<file path="src/rtl/init_master_8251.sv">
// Sequencer that programs an 8251 USART (mode/command writes) and then paces TX bytes
// through status polling; all bus outputs are registered from the next-state decode.
module init_master_8251 #(
   parameter int STROBE_CYCLES = 10,
   parameter int GAP_CYCLES    = 10,
   parameter int POLL_LIMIT    = 255
) (
   input  logic       I_CLK,
   input  logic       I_RST,
   input  logic       I_START,
   input  logic [7:0] I_MODE,
   input  logic [7:0] I_CMD,
   input  logic       I_TX_VALID,
   input  logic [7:0] I_TX_DATA,
   output logic       O_TX_READY,
   output logic       O_CONTROL_EN,
   output logic       O_DATA_EN,
   output logic       O_WE,
   output logic       O_RD,
   output logic [7:0] O_DATA,
   input  logic [7:0] I_DATA,
   output logic       O_BUSY,
   output logic       O_DONE,
   output logic       O_TIMEOUT
);

   typedef enum logic [2:0] {
      IDLE, WR_STB, WR_GAP, READY, RD_STB, RD_GAP, TX_STB, TX_GAP
   } state_t;

   localparam logic [7:0] STB_LOAD  = 8'(STROBE_CYCLES - 1);
   localparam logic [7:0] GAP_LOAD  = 8'(GAP_CYCLES - 1);
   localparam logic [8:0] POLL_LIM9 = 9'(POLL_LIMIT);

   state_t     state, state_nxt;
   logic [7:0] cnt, cnt_load;
   logic [2:0] step, step_nxt;
   logic [7:0] mode_q, cmd_q, tx_q, poll_cnt;
   logic       tx_rdy_q;
   logic       last, timeout_nxt, poll_inc;
   logic       ctrl_en_nxt, data_en_nxt, we_nxt, rd_nxt, busy_nxt, done_nxt;
   logic [7:0] data_nxt;

   // Only TxRDY matters; the remaining status bits are deliberately ignored.
   logic unused_status;
   assign unused_status = ^I_DATA[7:1];

   assign last = (cnt == 8'd0);

   function automatic logic [7:0] step_byte(input logic [2:0] s, input logic [7:0] m,
                                            input logic [7:0] c);
      case (s)
         3'd3:    step_byte = 8'h40;
         3'd4:    step_byte = m;
         3'd5:    step_byte = c;
         default: step_byte = 8'h00;
      endcase
   endfunction

   always_comb begin
      state_nxt   = state;
      step_nxt    = step;
      timeout_nxt = 1'b0;
      poll_inc    = 1'b0;
      case (state)
         IDLE:   if (I_START) begin state_nxt = WR_STB; step_nxt = 3'd0; end
         WR_STB: if (last) state_nxt = WR_GAP;
         WR_GAP: if (last) begin
            if (step == 3'd5) state_nxt = READY;
            else begin state_nxt = WR_STB; step_nxt = step + 3'd1; end
         end
         READY:  if (I_TX_VALID) state_nxt = RD_STB;
         RD_STB: if (last) state_nxt = RD_GAP;
         RD_GAP: if (last) begin
            if (tx_rdy_q) state_nxt = TX_STB;
            else if ({1'b0, poll_cnt} + 9'd1 >= POLL_LIM9) begin
               state_nxt   = READY;
               timeout_nxt = 1'b1;
            end else begin
               state_nxt = RD_STB;
               poll_inc  = 1'b1;
            end
         end
         TX_STB: if (last) state_nxt = TX_GAP;
         TX_GAP: if (last) state_nxt = READY;
         default: state_nxt = IDLE;
      endcase
   end

   // Bus outputs come from the state being entered, so they toggle exactly with it.
   always_comb begin
      ctrl_en_nxt = 1'b0;
      data_en_nxt = 1'b0;
      we_nxt      = 1'b0;
      rd_nxt      = 1'b0;
      data_nxt    = 8'hFF;
      cnt_load    = 8'd0;
      case (state_nxt)
         WR_STB: begin
            ctrl_en_nxt = 1'b1;
            we_nxt      = 1'b1;
            data_nxt    = step_byte(step_nxt, mode_q, cmd_q);
            cnt_load    = STB_LOAD;
         end
         RD_STB: begin
            ctrl_en_nxt = 1'b1;
            rd_nxt      = 1'b1;
            cnt_load    = STB_LOAD;
         end
         TX_STB: begin
            data_en_nxt = 1'b1;
            we_nxt      = 1'b1;
            data_nxt    = tx_q;
            cnt_load    = STB_LOAD;
         end
         WR_GAP, RD_GAP, TX_GAP: cnt_load = GAP_LOAD;
         default: cnt_load = 8'd0;
      endcase
      busy_nxt = (state_nxt != IDLE) && (state_nxt != READY);
      done_nxt = (state_nxt == READY);
   end

   always_ff @(posedge I_CLK or posedge I_RST) begin
      if (I_RST) begin
         state    <= IDLE;
         cnt      <= 8'd0;
         step     <= 3'd0;
         mode_q   <= 8'd0;
         cmd_q    <= 8'd0;
         tx_q     <= 8'd0;
         poll_cnt <= 8'd0;
         tx_rdy_q <= 1'b0;
      end else begin
         state <= state_nxt;
         step  <= step_nxt;
         if (state_nxt != state) cnt <= cnt_load;
         else if (cnt != 8'd0)   cnt <= cnt - 8'd1;
         if (state == IDLE && I_START) begin
            mode_q <= I_MODE;
            cmd_q  <= I_CMD;
         end
         if (state == READY && I_TX_VALID) begin
            tx_q     <= I_TX_DATA;
            poll_cnt <= 8'd0;
         end else if (poll_inc) begin
            poll_cnt <= poll_cnt + 8'd1;
         end
         if (state == RD_STB && last) tx_rdy_q <= I_DATA[0];
      end
   end

   always_ff @(posedge I_CLK or posedge I_RST) begin
      if (I_RST) begin
         O_CONTROL_EN <= 1'b0;
         O_DATA_EN    <= 1'b0;
         O_WE         <= 1'b0;
         O_RD         <= 1'b0;
         O_DATA       <= 8'hFF;
         O_TX_READY   <= 1'b0;
         O_BUSY       <= 1'b0;
         O_DONE       <= 1'b0;
         O_TIMEOUT    <= 1'b0;
      end else begin
         O_CONTROL_EN <= ctrl_en_nxt;
         O_DATA_EN    <= data_en_nxt;
         O_WE         <= we_nxt;
         O_RD         <= rd_nxt;
         O_DATA       <= data_nxt;
         O_TX_READY   <= done_nxt;
         O_BUSY       <= busy_nxt;
         O_DONE       <= done_nxt;
         O_TIMEOUT    <= timeout_nxt;
      end
   end

endmodule

</file>
<file path="config.mk">
export PLATFORM = sky130hd
export DESIGN_NAME = init_master_8251
export DESIGN_NICKNAME = d
export VERILOG_FILES = /design/src/rtl/init_master_8251.sv
export SDC_FILE = /design/constraint.sdc
export NUM_CORES = 1
export LEC_CHECK = 0
export BUFFER_PORTS_ARGS = -buffer_cell sky130_fd_sc_hd__buf_4
export CAP_MARGIN = 20
export CORE_ASPECT_RATIO = 1.2
export CORE_UTILIZATION = 55
export DETAILED_ROUTE_END_ITERATION = 10
export PLACE_DENSITY = 0.79
export SYNTH_ARGS = -nofsm -noshare
export SYNTH_HDL_FRONTEND = slang
export SYNTH_SLANG_ARGS = --single-unit
export TNS_END_PERCENT = 20
</file>
<file path="constraint.sdc">
create_clock -name I_CLK -period 6.2 [get_ports I_CLK]
set_input_delay 1.24 -clock I_CLK [delete_from_list [all_inputs] [get_ports I_CLK]]
set_output_delay 1.24 -clock I_CLK [all_outputs]
set_load 0.005 [all_outputs]
</file>
Yosys cells after proc, flatten, opt, wreduce, memory -nomap -nowiden
Index checks and enable logic that the tools add are counted.
{"block": "word_totals", "word_cells": 89, "out_inout_bits": 16, "input_bits": 36, "register_bits": 62}
{"block": "op_classes", "reduce_logical": 13, "magnitude_cmp": 1, "add_sub_neg": 4, "muxes": 35, "eq_ne": 20}
{"op": "3-bit two-way mux", "count": 13}
{"op": "3-bit == test (second input constant)", "count": 11}
{"op": "8-bit two-way mux", "count": 4}
{"op": "3-bit case mux with 8 select lines", "count": 1}
{"op": "8-bit case mux with 3 select lines", "count": 1}
{"op": "8-bit case mux with 2 select lines", "count": 1}
{"op": "3-bit by 2-bit == test with 1-bit output (second input constant)", "count": 5}
{"op": "1-bit two-way mux", "count": 12}
{"op": "8-bit by 1-bit adder with 9-bit output (second input constant)", "count": 1}
{"op": "9-bit by 8-bit greater-or-equal comparator with 1-bit output (second input constant)", "count": 1}
{"op": "8-bit by 1-bit adder with 8-bit output (second input constant)", "count": 1}
{"op": "8-bit zero test", "count": 1}
{"op": "8-bit nonzero test", "count": 1}
{"op": "8-bit by 1-bit subtractor with 8-bit output (second input constant)", "count": 1}
{"op": "3-bit by 1-bit == test with 1-bit output (second input constant)", "count": 2}
{"op": "3-bit case mux with 2 select lines", "count": 1}
{"op": "6-bit OR reduction", "count": 1}
{"op": "1-bit logical AND", "count": 4}
{"op": "4-bit two-way mux", "count": 1}
{"op": "2-bit nonzero test", "count": 2}
{"op": "2-bit OR reduction", "count": 2}
{"op": "3-bit by 1-bit adder with 3-bit output (second input constant)", "count": 1}
{"op": "3-bit zero test", "count": 1}
{"op": "3-bit by 2-bit inequality test with 1-bit output (second input constant)", "count": 1}
{"op": "3 further kinds", "count": 3}

Depth between registers and ports, before layout
Gate-level depths: netlist of the first run.
{"block": "logic_depth", "ltp_word": 10, "mapped_depth": 10, "depth_no_buf": 10}

Worst setup path after synthesis of the first run
No wires, ideal clock.
{"block": "synth_path", "kind": "input to register", "startpoint": "in I_TX_VALID", "endpoint": "reg cnt[0]", "arrival_time_ns": 2.921, "required_time_ns": 6.075, "n_path_buf": 1, "setup_ns": 0.125, "slack_ns": 3.154, "path_stages": 7, "path_cell_list": "and4b_1 clkbuf_1 a211oi_1 a31oi_4 or3_1 nand3_2 mux2_2"}
{"block": "synth_between", "elab_chain_len": 6, "elab_cells_between_ends": 13, "cone_classes": "eq/ne (7); mux (4); reduce/logical (2)"}
{"item": "start, declared", "line_no": "13", "text": "input logic I_TX_VALID,"}
{"item": "3-bit two-way mux *", "line_no": "72", "text": "READY: if (I_TX_VALID) state_nxt = RD_STB;"}
{"item": "3-bit case mux with 8 select lines *", "line_no": "65", "text": "case (state)"}
{"item": "3-bit by 2-bit == test with 1-bit output, or another cell as far along", "line_no": "98", "text": "case (state_nxt)"}
{"item": "6-bit OR reduction (no line)"}
{"item": "4-bit two-way mux", "line_no": "98"}
{"item": "8-bit two-way mux", "line_no": "136", "text": "if (state_nxt != state) cnt <= cnt_load;"}
{"item": "end signal, assigned", "line_no": "136"}
{"item": "end signal, assigned", "line_no": "137", "text": "else if (cnt != 8'd0) cnt <= cnt - 8'd1;"}
{"item": "end, declared", "line_no": "36", "text": "logic [7:0] cnt, cnt_load;"}
Mark *: on every way between the ends. The rest lies on a longest branch, timed or not.
A chain may end at the register's enable or synchronous reset.

Worst setup path in the final report of the first run
{"block": "layout_path", "startpoint": "in I_TX_VALID", "endpoint": "reg cnt[3]"}
{"block": "layout_between", "elab_chain_len": 6, "elab_cells_between_ends": 13, "cone_classes": "eq/ne (7); mux (4); reduce/logical (2)"}
{"item": "3-bit two-way mux *", "line_no": "72"}
{"item": "3-bit case mux with 8 select lines *", "line_no": "65"}
{"item": "via state_nxt[0]", "line_no": "35", "text": "state_t state, state_nxt;"}
{"item": "3-bit by 2-bit == test with 1-bit output, or another cell as far along", "line_no": "98"}
{"item": "6-bit OR reduction (no line)"}
{"item": "4-bit two-way mux", "line_no": "98"}
{"item": "8-bit two-way mux", "line_no": "136"}
The timed path passes the listed nets; every way through them passes the cells marked *.

==> results.md, run 1 <==
* Total power draw at 0.814 mW
* P_leak at 1.70 nW
* Post-synth EDFFs at 0
* Synth warn at 0
* Crit path kind: input port to flop
* I/O Pins at 52
* Count of unique library cells instantiated by Yosys at 54
* Setup violations, final at 0
* Post-synthesis register bit count at 62
* Ys flop type: dfrtp_1
* Worst vdd ir at 0.199 mV
* Min-Delay Path Class: flop to flop
* Core area at 5330 µm²
* Number of buffers created by CTS at 9
* Worst path arrival time at 3340 ps
* RSZ-0062 raised after global routing: false
* Max Root-Sink Buffers at 2
* Share of cells above drive strength 1 at 0.356
* CTS root buffer: clkbuf_8
* Initial Util at 0.578
* Period utilization at 0.503
* Synth area leaders: dfrtp_1 44%, mux2_2 9.9%, dfstp_2 6.8%
* Drt total wl at 5730 µm
* First-pass GRT wire length at 9740 µm
* Ant. Diodes at 0
* H-tree lvl count at 3
* Max-cap viol count at 0
* Die height at 84.0 µm
* DR vias at 2164
* Post-CTS Setup Bufs at 0
* P per Cell Area at 222 nW/µm²
* Status: completed
* Row count at 29
* Filler cells at 396
* Syn_area_per_cell at 11.2 µm²
* Worst-skew pair later-pin latency at 340 ps
* Largest net degree at the start of global routing at 63
* Final period demand of the worst path at 3120 ps
* Post-synth ARST share at 1.00
* Die span in x at 70.3 µm
* Syn Nets at 315
* GRT Util Overall at 0.212
* Cell breakdown of the critical path: buf_4, and4b_1, a211oi_1, a31oi_4, a21oi_2, a211o_1, mux2_2
* Hold Buf Count CTS at 0
* # port buffers at 44
* Slew Limit Fails at 0
* Synth-to-Final Area Change at 18.8%
* Slew HR at 0.417
* CP max FO at 19
* HPWL Detailed at 3930 µm
* Drt pass-1 iters at 4
* CTS tree: yes
* Initial DRC count at 120
* Worst setup SP type: input port
* Post-synthesis sequential area ratio at 0.507
* Die area at 5910 µm²
* ANT nets after route at 0
* Setup TNS at 0 ps
* Util after Layout at 0.686
* Total congestion overflow at 0
* Share of the synthesized area in the top cell type at 0.439
* Clock sink count at 62
* WL/cell at 14.8 µm
* Largest area contributor in the netlist: dfrtp_1
* Synthesized instance count at 274
* Req. time, crit path at 6420 ps
* Post-CTS sizing at 0
* Number of global-route vias before repair at 2193
* Antenna violations before repair at 0
* Slowest cell on crit path: and4b_1
* Post-route DRC at 0
* Final clock skew at 9.89 ps
* Mapped Area at 3080 µm²
* Clock slew at reported path FFs at 70 ps
* Hold Vio Cnt, Final at 0
* Final #Nets at 362
* Final hold slack at 507 ps
* GPL Wtd Cong at 0.819
* FMAX at 0.321 GHz
* Slack of the worst reg-to-reg path at 3360 ps
* Vias/cell at 5.58
* Slew @ Worst Pin at 873 ps
* Element type at the critical path end: flop
* Crit path largest cell delay at 770 ps
## worst max-delay path: cells and delay by family
kind / cells / cell delay (ps)
compound gates: 4 / 960
simple gates: 1 / 770
mux: 1 / 270
buf+inv: 1 / 90
## final timing paths
path / startpoint / cells past startpoint / endpoint
worst min-delay path: mode_q[1]$_DFFE_PP0P_ / 1 / mode_q[1]$_DFFE_PP0P_
worst min register to register: mode_q[1]$_DFFE_PP0P_ / 1 / mode_q[1]$_DFFE_PP0P_
worst max-delay path: I_TX_VALID / 7 / cnt[3]$_DFFE_PP0P_
min in group asynchronous: I_RST / 3 / O_WE$_DFF_PP0_
worst max register to register: state[1]$_DFF_PP0_ / 6 / cnt[3]$_DFFE_PP0P_
max in group asynchronous: I_RST / 3 / step[2]$_DFF_PP0_
## flip-flops by register name (all words and copies together) (netlist names), 3 cells and up
signal and cells:
O_DATA 8, cmd_q 8, cnt 8, mode_q 8, poll_cnt 8, state 3, step 3, tx_q 8
## power by group
group	total, mW	switching, mW	internal (mW)
registers	0.405	0.000463	0.405
clock network	0.385	0.160	0.226
logic	0.0234	0.0109	0.0125
total	0.814	0.171	0.643
## layout by cell type (no fill, tap or decap), types with 3 or more instances in the layout
master	netlist	layout
a21oi_1	8	8
nand2_1	16	16
xnor2_1	10	10
nand4_1	3	3
nand3_2	3	3
and2_1	3	3
a211oi_1	4	4
nor2_1	35	35
clkbuf_8	0	9
dfstp_2	8	8
xor2_1	3	3
mux2i_1	7	7
dfrtp_1	54	54
o21ai_0	5	5
inv_1	11	10
nand3_1	5	5
nor3_2	3	3
buf_4	2	46
o22a_1	7	7
nand2_2	3	3
mux2_2	27	27
nor3_1	11	11
ha_1	5	5
## synth_stat cells, types with 2 or more instances
cell type  number
a211oi_1        4
a21oi_1         8
and2_1          3
buf_2           3
buf_4           2
clkbuf_1        4
dfrtp_1        54
dfstp_2         8
ha_1            5
inv_1          11
mux2_2         27
mux2i_1         7
nand2_1        16
nand2_2         3
nand3_1         5
nand3_2         3
nand3b_2        2
nand4_1         3
nor2_1         35
nor2b_1         2
nor3_1         11
nor3_2          3
o21ai_0         5
o22a_1          7
o32a_1          2
or3_1           2
xnor2_1        10
xor2_1          3
## final cells by class
type,count,area (µm²),area share
Sequential cell,62,1560,0.427
Multi-Input combinational cell,190,1420,0.387
Timing Repair Buffer,46,345,0.0943
Clock buffer,10,128,0.0349
Clock inverter,6,86.3,0.0236
Tap cell,62,77.6,0.0212
Inverter,12,45.0,0.0123
## routing by layer
layer  global-route usage  part of all wire  vias up
li1                     -                 -     1062
met1                0.250              0.43     1048
met2                0.352              0.51       43
met3               0.0604             0.044       11
met4                0.102             0.020        0
met5                    0                 0        -
## metrics by stage
| step | instances | instance area [µm²] | setup slack (ps) |
|---|---|---|---|
| after floorplan | 274 | 3080 | 3150 |
| final | 388 | 3660 | 3080 |
| after global routing | 388 | 3660 | 2930 |
| after global placement | 372 | 3450 | 2710 |
| after CTS | 388 | 3660 | 3070 |
| after detailed placement | 372 | 3450 | 2730 |
## logic make-up (layout without fill, tap and decap cells)
family / count (synthesis) / count (layout) / synth area share
AO/OA/AOI/OAI: 41 / 41 / 0.113
flip-flops: 62 / 62 / 0.507
XOR/XNOR: 13 / 13 / 0.0370
buffers and inverters: 22 / 74 / 0.0329
adder cells (fa/ha/maj): 5 / 5 / 0.0203
AND/OR/NAND/NOR: 97 / 97 / 0.169
multiplexers: 34 / 34 / 0.121
No activity file was read; power rests on OpenSTA's default activity.
==> run 2, diff against run 1 <==
--- a/config.mk
+++ b/config.mk
@@ -5,6 +5,7 @@
 export SDC_FILE = /design/constraint.sdc
 export NUM_CORES = 1
 export LEC_CHECK = 0
+export ABC_AREA = 1
 export BUFFER_PORTS_ARGS = -buffer_cell sky130_fd_sc_hd__buf_4
 export CAP_MARGIN = 20
 export CORE_ASPECT_RATIO = 1.2
==> constraint.sdc (replaced) <==
create_clock -name I_CLK -period 2.9 [get_ports I_CLK]
set_input_delay 0.58 -clock I_CLK [delete_from_list [all_inputs] [get_ports I_CLK]]
set_output_delay 0.58 -clock I_CLK [all_outputs]
set_load 0.005 [all_outputs]
==> results.md, run 2 <==
* Status: completed (unchanged)
* P_leak at 1.81 nW (was 1.70 nW)
* GPL Wtd Cong at 0.864 (was 0.819)
* Die span in x at 73.0 µm (was 70.3 µm)
* Initial Util at 0.579 (was 0.578)
* Ant. Diodes at 0 (unchanged)
* CP max FO at 9 (was 19)
* Synth warn at 0 (unchanged)
* Worst vdd ir at 0.587 mV (was 0.199 mV)
* Share of the synthesized area in the top cell type at 0.407 (was 0.439)
* Post-synthesis register bit count at 62 (unchanged)
* Setup violations, final at 0 (unchanged)
* Post-synth ARST share at 1.00 (unchanged)
* Final period demand of the worst path at 2310 ps
* Cell count after placement at 460 (was 372)
* Critical path launch point: cnt[0]$_DFFE_PP0P_ (was I_TX_VALID)
* Post-synth EDFFs at 0 (unchanged)
* Hold Buf Count CTS at 0 (unchanged)
* Vias/cell at 5.26 (was 5.58)
* Slew Limit Fails at 0 (unchanged)
* Core area at 5740 µm² (was 5330 µm²)
* Crit path kind: flop to flop (was input port to flop)
* Most common cell after layout, fill and taps aside: nand2_1 (was dfrtp_1)
* Period utilization at 0.796
* Row count at 30 (was 29)
* Post-CTS Setup Bufs at 0 (unchanged)
* Clock slew at reported path FFs at 70 ps (about the same)
* Post-route insts no fill at 476 (was 388)
* Ys flop type: dfrtp_1 (unchanged)
* Final #Nets at 432 (was 362)
* P per Cell Area at 1050 nW/µm² (was 222 nW/µm²)
* First-pass GRT wire length at 10600 µm (was 9740 µm)
* Post-route DRC at 0 (unchanged)
* GRT Util Overall at 0.223 (was 0.212)
* Final clock skew at 5.12 ps (was 9.89 ps)
* Hold Vio Cnt, Final at 0 (unchanged)
* Worst setup SP type: flop (was input port)
* Die height at 87.2 µm (was 84.0 µm)
* Clock sink count at 62 (unchanged)
* Post-synthesis sequential area ratio at 0.470 (was 0.507)
* CTS tree: yes (unchanged)
* Total congestion overflow at 0 (unchanged)
* FMAX at 0.433 GHz
* Drt pass-1 iters at 4 (unchanged)
* Drt total wl at 6260 µm (was 5730 µm)
* ANT nets after route at 0 (unchanged)
* WL/cell at 13.1 µm (was 14.8 µm)
* Initial DRC count at 99 (was 120)
* Synth-to-Final Area Change at 17.5% (was 18.8%)
* # port buffers at 44 (unchanged)
* H-tree lvl count at 3 (unchanged)
* Syn Nets at 380 (was 315)
* Synth area leaders: dfrtp_1 41%, mux2_2 8.5%, nand2_1 6.8% (was dfrtp_1 44%, mux2_2 9.9%, dfstp_2 6.8%)
* Min-Delay Path Class: input port to async pin (was flop to flop)
* CTS root buffer: clkbuf_8 (unchanged)
* I/O Pins at 52 (unchanged)
* Count of unique library cells instantiated by Yosys at 44 (was 54)
* DR vias at 2503 (was 2164)
* Most frequent cells in the layout: 60 x nand2_1, 54 x dfrtp_1, 47 x buf_4 (was 54 x dfrtp_1, 46 x buf_4, 35 x nor2_1)
* Share of cells above drive strength 1 at 0.364 (was 0.356)
* Die area at 6360 µm² (was 5910 µm²)
* Max-cap viol count at 0 (unchanged)
* Top-count cell post-synth: nand2_1 (was dfrtp_1)
* Antenna violations before repair at 0 (unchanged)
* Syn_area_per_cell at 9.80 µm² (was 11.2 µm²)
* Synth top cells by count: 60 x nand2_1, 54 x dfrtp_1, 41 x nand3_1 (was 54 x dfrtp_1, 35 x nor2_1, 27 x mux2_2)
* Slew @ Worst Pin at 644 ps (was 873 ps)
* HPWL Detailed at 4680 µm (was 3930 µm)
* Slew HR at 0.570 (was 0.417)
* Req. time, crit path at 3160 ps (was 6420 ps)
* Largest area contributor in the netlist: dfrtp_1 (unchanged)
* Element type at the critical path end: flop (unchanged)
* Post-CTS sizing at 0 (unchanged)
* Worst-skew pair later-pin latency at 340 ps (about the same)
* Number of global-route vias before repair at 2438 (was 2193)
* Number of buffers created by CTS at 9 (unchanged)
* Max Root-Sink Buffers at 2 (unchanged)
* R2r startpoint: cnt[0]$_DFFE_PP0P_ (was state[1]$_DFF_PP0_)
* Setup TNS at 0 ps (unchanged)
* RSZ-0062 raised after global routing: false (unchanged)
* Largest net degree at the start of global routing at 31 (was 63)
* Synthesized instance count at 339 (was 274)
* Mapped Area at 3320 µm² (was 3080 µm²)
* Worst path arrival time at 2570 ps (was 3340 ps)
-- run 2: cell count changes after synthesis, sizes merged, moves of 5 or more --
cell   before  now
a21oi       9    4
nor3       14    9
xnor2      10    3
nand3       8   48
inv        12   31
mux2i       7    0
o22a        7    0
o21ai       6   12
nand2      19   76
-- run 2: area by class of cell --
class / instances / area (µm²)
Fill cell: 469 / 1840
Multi-Input combinational cell: 239 / 1590
Sequential cell: 62 / 1560
Timing Repair Buffer: 47 / 353
Clock buffer: 12 / 145
Inverter: 32 / 128
Tap cell: 80 / 100
Clock inverter: 4 / 22.5
-- run 2: worst max-delay path, stage by stage, from the launching register on --
cell and delay [ps]:
dfrtp_1 380, inv_1 90, ha_1 240, nand3_2 140, nor3_1 360, nand2_1 90, nand2_1 70, nand3_1 90
a21oi_2 200, inv_2 110, nor2_8 170, nand2_4 90, nand2_8 100, nand3_1 90
-- run 2: kinds of logic after synthesis --
| kind of cell | Yosys count | share of synthesized area |
|---|---|---|
| buffers and inverters | 38 | 0.0505 |
| adder cells (fa/ha/maj) | 5 | 0.0188 |
| AO/OA/AOI/OAI | 26 | 0.0542 |
| flip-flops | 62 | 0.470 |
| XOR/XNOR | 7 | 0.0184 |
| AND/OR/NAND/NOR | 176 | 0.303 |
| multiplexers | 25 | 0.0847 |
-- run 2: report_power, final --
group	leakage, nW	internal [mW]	switching (mW)
combinational	0.965	0.796	1.13
sequential	0.762	1.27	0.257
clock	0.0861	0.329	0.329
-- run 2: path summary, 6_finish.rpt --
kind                                   endpoint  slack [ps]  depth (start not counted)
min                         tx_q[5]$_DFFE_PP0P_         320                          2
max reg2reg                 O_DATA[1]$_DFF_PP1_         590                         13
min reg2reg                 O_DATA[2]$_DFF_PP1_         490                          2
max in group asynchronous  cmd_q[2]$_DFFE_PP0P_        1900                          3
max                         O_DATA[1]$_DFF_PP1_         590                         13
min in group I_CLK          tx_q[2]$_DFFE_PP0P_         470                          2
-- run 2: per-stage QoR --
step	utilization	hold WS, ps	instance area, µm²	worst slack, ps	power [mW]
global route	0.680	361	3900	439	4.42
CTS	0.680	331	3900	571	4.16
finish	0.680	323	3900	592	4.11
detailed placement	0.651	476	3740	645	3.48
floorplan	-	461	3320	792	3.03
global placement	0.651	471	3740	674	3.39
-- run 2: per-layer routing --
layer,share of wire,GRT usage,up-vias
met5,0,0,-
met4,0.020,0.0998,0
met3,0.039,0.0625,13
met2,0.53,0.389,51
met1,0.41,0.252,1188
li1,-,-,1251
==> run 3, diff against run 2 <==
--- a/config.mk
+++ b/config.mk
@@ -5,7 +5,7 @@
 export SDC_FILE = /design/constraint.sdc
 export NUM_CORES = 1
 export LEC_CHECK = 0
-export ABC_AREA = 1
+export ABC_AREA = 0
 export BUFFER_PORTS_ARGS = -buffer_cell sky130_fd_sc_hd__buf_4
 export CAP_MARGIN = 20
 export CORE_ASPECT_RATIO = 1.2
==> constraint.sdc (replaced) <==
create_clock -name I_CLK -period 2.2 [get_ports I_CLK]
set_input_delay 0.44 -clock I_CLK [delete_from_list [all_inputs] [get_ports I_CLK]]
set_output_delay 0.44 -clock I_CLK [all_outputs]
set_load 0.005 [all_outputs]
==> results.md, run 3 (same netlist as run 1, synthesis figures left out) <==
* CTS tree: yes (unchanged)
* Synth-to-Final Area Change at 41.8% (was 17.5%)
* Worst-skew pair later-pin latency at 340 ps (about the same)
* Vias/cell at 5.71 (was 5.26)
* Final clock skew at 6.40 ps (was 5.12 ps)
* Core area at 5330 µm² (was 5740 µm²)
* Drt pass-1 iters at 4 (unchanged)
* GPL Wtd Cong at 0.832 (was 0.864)
* Worst path arrival time at 2680 ps (was 2570 ps)
* Setup TNS at -2440 ps (was 0 ps)
* Worst setup margin at -252 ps (was 592 ps)
* Worst setup SP type: flop (unchanged)
* Initial DRC count at 167 (was 99)
* Filler cells at 287 (was 469)
* WL/cell at 16.9 µm (was 13.1 µm)
* Initial Util at 0.578 (was 0.579)
* Worst vdd ir at 0.537 mV (was 0.587 mV)
* HPWL Detailed at 4790 µm (was 4680 µm)
* Post-route cell area at 4370 µm² (was 3900 µm²)
* Clock sink count at 62 (unchanged)
* Share of cells above drive strength 1 at 0.544 (was 0.364)
* Number of buffers created by CTS at 9 (unchanged)
* Die height at 84.0 µm (was 87.2 µm)
* Slew @ Worst Pin at 447 ps (was 644 ps)
* Pre-CTS setup slack at -236 ps (was 645 ps)
* # port buffers at 44 (unchanged)
* Post-route insts no fill at 446 (was 476)
* Max-cap viol count at 0 (unchanged)
* Row count at 29 (was 30)
* P per Cell Area at 474 nW/µm² (was 1050 nW/µm²)
* Hold Vio Cnt, Final at 0 (unchanged)
* Final period demand of the worst path at 2450 ps (was 2310 ps)
* Ant. Diodes at 0 (unchanged)
* First-pass GRT wire length at 12200 µm (was 10600 µm)
* GRT Util Overall at 0.268 (was 0.223)
* CP max FO at 3 (was 9)
* H-tree lvl count at 3 (unchanged)
* FMAX at 0.408 GHz (was 0.433 GHz)
* Failing checks: negative setup slack
* Most frequent cells in the layout: 95 x buf_4, 51 x dfrtp_1, 29 x nor2_1 (was 60 x nand2_1, 54 x dfrtp_1, 47 x buf_4)
* Drt total wl at 7530 µm (was 6260 µm)
* FF/Latch Area at 1570 µm² (was 1560 µm²)
* Total congestion overflow at 0 (unchanged)
* RSZ-0062 raised after global routing: true (was false)
* Crit path kind: flop to flop (unchanged)
* Req. time, crit path at 2420 ps (was 3160 ps)
* DR vias at 2548 (was 2503)
* Antenna violations before repair at 0 (unchanged)
* CTS root buffer: clkbuf_8 (unchanged)
* Multi-input logic area at 1670 µm² (was 1590 µm²)
* Placed inst area at 3880 µm² (was 3740 µm²)
* Element type at the critical path end: flop (unchanged)
* Post-route DRC at 0 (unchanged)
* Number of global-route vias before repair at 2629 (was 2438)
* Min-Delay Path Class: input port to async pin (unchanged)
* Setup violations, final at 23 (was 0)
* Die span in x at 70.3 µm (was 73.0 µm)
* Slew Limit Fails at 0 (unchanged)
* Max Root-Sink Buffers at 2 (unchanged)
* Clock slew at reported path FFs at 70 ps (about the same)
* Final #Nets at 420 (was 432)
* Cell count after placement at 424 (was 460)
* Period utilization at 1.11 (was 0.796)
* Die area at 5910 µm² (was 6360 µm²)
* P_leak at 2.01 nW (was 1.81 nW)
* ANT nets after route at 0 (unchanged)
* Largest net degree at the start of global routing at 63 (was 31)
* Status: complete, but fails checks (was completed)
* I/O Pins at 52 (unchanged)
* Most common cell after layout, fill and taps aside: buf_4 (was nand2_1)
* Slew HR at 0.699 (was 0.570)
* Total power draw at 2.07 mW (was 4.11 mW)
==> run 3: cell type report <==
| class | instances | area share |
|---|---|---|
| Clock inverter | 6 | 0.00888 |
| Inverter | 12 | 0.0103 |
| Sequential cell | 62 | 0.358 |
| Clock buffer | 10 | 0.0292 |
| Tap cell | 62 | 0.0178 |
| Timing Repair Buffer | 104 | 0.192 |
| Multi-Input combinational cell | 190 | 0.383 |
==> run 3: through the flow <==
step	util	hold WS (ps)
6_report	0.819	153
5_1_grt	0.819	179
4_1_cts	0.796	164
3_5_place_dp	0.728	494
3_3_place_gp	0.728	490
2_1_floorplan	-	468
==> run 3: power breakdown <==
| group | switching, mW | internal [mW] |
|---|---|---|
| clock network | 0.454 | 0.404 |
| registers | 0.00190 | 1.14 |
| logic | 0.0340 | 0.0384 |
==> run 3: critical path, stage by stage (launching register included) <==
cell and delay, ps:
dfrtp_2 420, buf_6 120, buf_6 100, nand4_1 120, o41a_1 370, and2_4 190, o31ai_4 290, a21oi_2 120
a211o_1 340, mux2_4 280
==> run 3: timing repair <==
item,CTS,global route
hold buffers,0,0
setup endpoints to repair,22,32
buffers inserted,3,3
pin swaps,26,13
cloned,0,0
gates resized for setup,33,21
==> run 3: final timing paths <==
| path | slack, ps | start | to | depth (start not counted) |
|---|---|---|---|---|
| max in group asynchronous | 1720 | I_RST | O_DATA[6]$_DFF_PP1_ | 3 |
| worst max-delay path | -250 | poll_cnt[0]$_DFFE_PP0P_ | cnt[3]$_DFFE_PP0P_ | 9 |
| worst min-delay path | 150 | I_RST | poll_cnt[6]$_DFFE_PP0P_ | 3 |
| worst min register to register | 510 | cmd_q[2]$_DFFE_PP0P_ | cmd_q[2]$_DFFE_PP0P_ | 1 |
| worst max register to register | -250 | poll_cnt[0]$_DFFE_PP0P_ | cnt[3]$_DFFE_PP0P_ | 9 |
| min in group I_CLK | 330 | I_CMD[3] | cmd_q[3]$_DFFE_PP0P_ | 2 |
==> run 3: per-layer routing <==
metal	global-route usage	wire, µm	vias up
li1	-	-	1182
met1	0.299	2840	1276
met2	0.474	4150	74
met3	0.0749	362	16
met4	0.109	174	0
met5	0	0	-
